[src/rtl/bcd2bin_seq_pkg.sv]
// bcd2bin_seq_pkg: shared types and constants for the sequential BCD-to-binary converter
package bcd2bin_seq_pkg;
  localparam int BIN_W = 7;
  localparam int N_ITER = 7;
  localparam logic [3:0] ADJ_THRESH = 4'd8;
  localparam logic [3:0] ADJ_SUB = 4'd3;
  typedef enum logic [1:0] {IDLE, OP, DONE} state_t;
endpackage

[src/rtl/bcd_digit_adj.sv]
// bcd_digit_adj: reverse double-dabble digit correction, subtract 3 from digits >= 8
module bcd_digit_adj
  import bcd2bin_seq_pkg::*;
(
  input  logic [3:0] d,
  output logic [3:0] q
);
  assign q = (d >= ADJ_THRESH) ? d - ADJ_SUB : d;
endmodule

[src/rtl/bcd2bin_seq.sv]
// bcd2bin_seq: two-digit BCD to 7-bit binary via 7 shift-and-correct iterations
module bcd2bin_seq
  import bcd2bin_seq_pkg::*;
(
  input  logic             clk,
  input  logic             reset,
  input  logic             start,
  input  logic [3:0]       bcd1,
  input  logic [3:0]       bcd0,
  output logic             ready,
  output logic             done_tick,
  output logic [BIN_W-1:0] bin
);
  state_t state_q, state_d;
  logic [3:0] bcd1_q, bcd1_d, bcd0_q, bcd0_d, adj1, adj0;
  logic [BIN_W-1:0] bin_q, bin_d;
  logic [2:0] n_q, n_d;
  logic [8+BIN_W-1:0] sh;
  assign sh = {bcd1_q, bcd0_q, bin_q} >> 1;
  bcd_digit_adj u_adj1 (.d(sh[14:11]), .q(adj1));
  bcd_digit_adj u_adj0 (.d(sh[10:7]), .q(adj0));
  // next state: capture on start, shift and correct in OP, single DONE cycle
  always_comb begin
    state_d = state_q;
    bcd1_d = bcd1_q;
    bcd0_d = bcd0_q;
    bin_d = bin_q;
    n_d = n_q;
    unique case (state_q)
      IDLE: if (start) begin
        bcd1_d = bcd1;
        bcd0_d = bcd0;
        bin_d = '0;
        n_d = 3'(N_ITER - 1);
        state_d = OP;
      end
      OP: begin
        bcd1_d = adj1;
        bcd0_d = adj0;
        bin_d = sh[BIN_W-1:0];
        n_d = (n_q == 3'd0) ? n_q : n_q - 3'd1;
        state_d = (n_q == 3'd0) ? DONE : OP;
      end
      DONE: state_d = IDLE;
      default: state_d = IDLE;
    endcase
  end
  // state and datapath registers, reset aborts any conversion in flight
  always_ff @(posedge clk) begin
    if (reset) begin
      state_q <= IDLE;
      bcd1_q <= '0;
      bcd0_q <= '0;
      bin_q <= '0;
      n_q <= '0;
    end else begin
      state_q <= state_d;
      bcd1_q <= bcd1_d;
      bcd0_q <= bcd0_d;
      bin_q <= bin_d;
      n_q <= n_d;
    end
  end
  assign ready = (state_q == IDLE);
  assign done_tick = (state_q == DONE);
  assign bin = bin_q;
endmodule

[config.mk]
export PLATFORM = sky130hd
export DESIGN_NAME = bcd2bin_seq
export DESIGN_NICKNAME = d
export VERILOG_FILES = /design/src/rtl/bcd2bin_seq_pkg.sv /design/src/rtl/bcd_digit_adj.sv /design/src/rtl/bcd2bin_seq.sv
export SDC_FILE = /design/constraint.sdc
export NUM_CORES = 1
export LEC_CHECK = 0
export ABC_AREA = 1
export CAP_MARGIN = 0
export CORE_ASPECT_RATIO = 1.5
export CORE_MARGIN = 2
export CORE_UTILIZATION = 37
export CTS_BUF_LIST = sky130_fd_sc_hd__clkbuf_8
export CTS_CLUSTER_DIAMETER = 30
export DETAILED_ROUTE_END_ITERATION = 12
export MAX_ROUTING_LAYER = met4
export SLEW_MARGIN = 20
export SYNTH_ARGS = -nofsm -noshare
export SYNTH_HDL_FRONTEND = slang
export SYNTH_SLANG_ARGS = --single-unit
[constraint.sdc]
create_clock -name clk -period 2.2 [get_ports clk]
set_input_delay 0.66 -clock clk [delete_from_list [all_inputs] [get_ports clk]]
set_output_delay 0.66 -clock clk [all_outputs]
set_load 0.02 [all_outputs]
==> metrics.cfg <==
[critical_path]
critPathMaxFanout=4
cp-end-kind=primary output
cpPeakStageDelay_ns=0.63
crit_arrival_ns=1.42
crit_buf_inv=1
critPathTopFamily=buffers and inverters
crit_slowest_cell=clkdlybuf4s50_1
critical_path_class=flop to primary output
crit_required_ns=1.54
cp_cell_sequence=nor2_2 > clkdlybuf4s50_1
setup.worst_path.start_class=flop

[logic_synthesis]
yosys_warnings=0
netlist_area_sq_um=962
synth.avg_cell_area_sq_um=7.29
synthCells=132
ys_seq_area_share_pct=41.6
synth.mux.area_fraction_pct=0
synth_fa_ha_area_share_pct=5.20
synth_xor_area_share_pct=0
synth-seq-cells=20
ys_types=19
synth_top_family_by_area=simple AND/OR/NAND/NOR gates
synthSimpleGateAreaFrac_pct=29.1
synth_fp_nets=147
synth_compound_area_share_pct=14.3

[cells_and_area]
layout.nets=169
insertedDiodeCount=0
regArea_sq_um=400
multi_input_area_sq_um=468
final_cell_mix=43 x nand2_1, 20 x dfxtp_1, 19 x clkdlybuf4s50_1
layout_commonest_cell=nand2_1
layout-drive-gt1-share_pct=15.7
area_growth_pct=26.8
fillers=240

[sta]
relSlewSlack_pct=82.0
finalHoldViolations=0
max_freq_mhz=480
rsz0062_at_grt=false
finalSetupViolations=0
setup_ws_ns=0.116
tightest_slew_ns=0.270
period_share_pct=94.7
clock_skew_ns=0.00455
maxSlewViolCount=0
final.min_clock_period_ns=2.08
tns_ns=0

[detailed_routing]
drt_first_pass_iters=4
viasPerCell=4.82
vias=854
drtIter0Drc=8
postRouteAntennaNets=0
wl_um=1870
wl_per_cell_um=10.6
drc_errors=0

[place]
gp_congestion=0.793
hpwl_um=1410
preCtsSetupSlack_ns=0.272
io_buffers=19

[clocking]
clock_sinks=20
cts-hold-fix-buffers=0
htree_levels=1
cts_resized=0
clockBufferDepth=2
clk_pin_slew_ns=0.07
cts_setup_buffers=0
cts_buffers=3
insertion_delay_ns=0.25
root_buffer=clkbuf_8
cts_tree=done

[power]
power_frac_comb_pct=20.8
p_leak_nw=0.518
peakVddDrop_uv=417
netSwitchingPower_w=0.000238
powerDensity_nw_per_um2=705
p_int_w=0.000623
sw_frac_of_total_pct=27.6
clock_power_share_pct=31.5
pwr-share-seq_pct=47.7

[die]
rows=22
die_w_um=45.6
io_pins=20
dieArea_sq_um=3030
start_util_pct=39.3
die_h_um=66.5
coreArea_sq_um=2450

[job]
maxCapViolations=0

[global_routing]
grt_max_degree=14
grt_pass1_wl_um=3080
antenna_found_initial=0
grt_pass1_vias=772
grt_overflow_total=0
track_usage_pct=13.8

[run_status]
outcome=completed

[worst_hold_path]
hold_path.class=flop to flop

-- power by group through the flow --
stage / Clock (W) / Combinational [W] / Sequential (W)
finish: 0.000271 / 0.000179 / 0.000410
global route: 0.000293 / 0.000202 / 0.000414
CTS: 0.000280 / 0.000181 / 0.000410
detailed placement: 0 / 0.000180 / 0.000419
global placement: 0 / 0.000177 / 0.000418
floorplan: 0 / 0.000132 / 0.000415
-- tightest hold or removal path, cell delays in order, from the launching register on --
cell and delay [ns]:
dfxtp_1 0.30, inv_1 0.06, a21oi_1 0.06
-- sequential cells by signal, indices dropped and copies added, names as in the netlist --
signal	count
bcd1_q	4
state_q	2
n_q	3
bcd0_q	4
bin	7
-- path summary, 6_finish.rpt --
path	start	endpoint	slack, ns	cells after the start
worst min register to register	n_q[1]$_SDFFE_PP0P_	n_q[1]$_SDFFE_PP0P_	0.46	2
worst min-delay path	n_q[1]$_SDFFE_PP0P_	n_q[1]$_SDFFE_PP0P_	0.46	2
worst max-delay path	state_q[0]$_SDFFE_PP0P_	ready	0.12	2
worst max register to register	n_q[0]$_SDFFE_PP0P_	n_q[0]$_SDFFE_PP0P_	0.90	7
-- cells in the mapped netlist --
cell / count / area [sq um]
a21oi_1: 5 / 25.0
a21oi_2: 7 / 61.3
buf_2: 2 / 10.0
buf_6: 2 / 22.5
clkinv_2: 1 / 5.00
dfxtp_1: 20 / 400
ha_1: 4 / 50.1
inv_1: 11 / 41.3
inv_2: 4 / 15.0
nand2_1: 43 / 161
nand2_4: 1 / 11.3
nand3_1: 7 / 35.0
nor2_1: 13 / 48.8
nor2_2: 3 / 18.8
nor3_1: 1 / 5.00
o211ai_2: 1 / 12.5
o21ai_0: 4 / 20.0
o21ai_1: 2 / 10.0
o21ai_2: 1 / 8.76
-- kinds of logic after synthesis --
family | after synthesis
AND/OR/NAND/NOR | 68
buffers and inverters | 20
AO/OA/AOI/OAI | 20
adder cells (fa/ha/maj) | 4
flip-flops | 20
-- per-layer routing --
metal | vias up | track usage, % | share of wire [%]
li1 | 452 | - | -
met1 | 386 | 16.6 | 45
met2 | 14 | 22.7 | 50
met3 | 2 | 2.44 | 3.6
met4 | 0 | 4.41 | 0.91
met5 | - | - | 0
-- per-stage QoR --
stage	utilization (%)	cell area, sq um	total power [W]	hold WS, ns	std cells
2_1_floorplan	-	962	0.000547	0.434	132
3_3_place_gp	47.5	1160	0.000595	0.450	173
3_5_place_dp	47.5	1160	0.000599	0.458	173
4_1_cts	49.8	1220	0.000872	0.469	177
5_1_grt	49.8	1220	0.000910	0.494	177
6_report	49.8	1220	0.000860	0.463	177
-- final cells by class --
| class | instances | area share (%) |
|---|---|---|
| flip-flops and latches | 20 | 32.8 |
| multi-input cells | 92 | 38.4 |
| inverters | 16 | 5.03 |
| well taps | 24 | 2.46 |
| clock buffers | 4 | 4.51 |
| repair buffers | 21 | 16.8 |
Power figures use the tool's default switching activity.
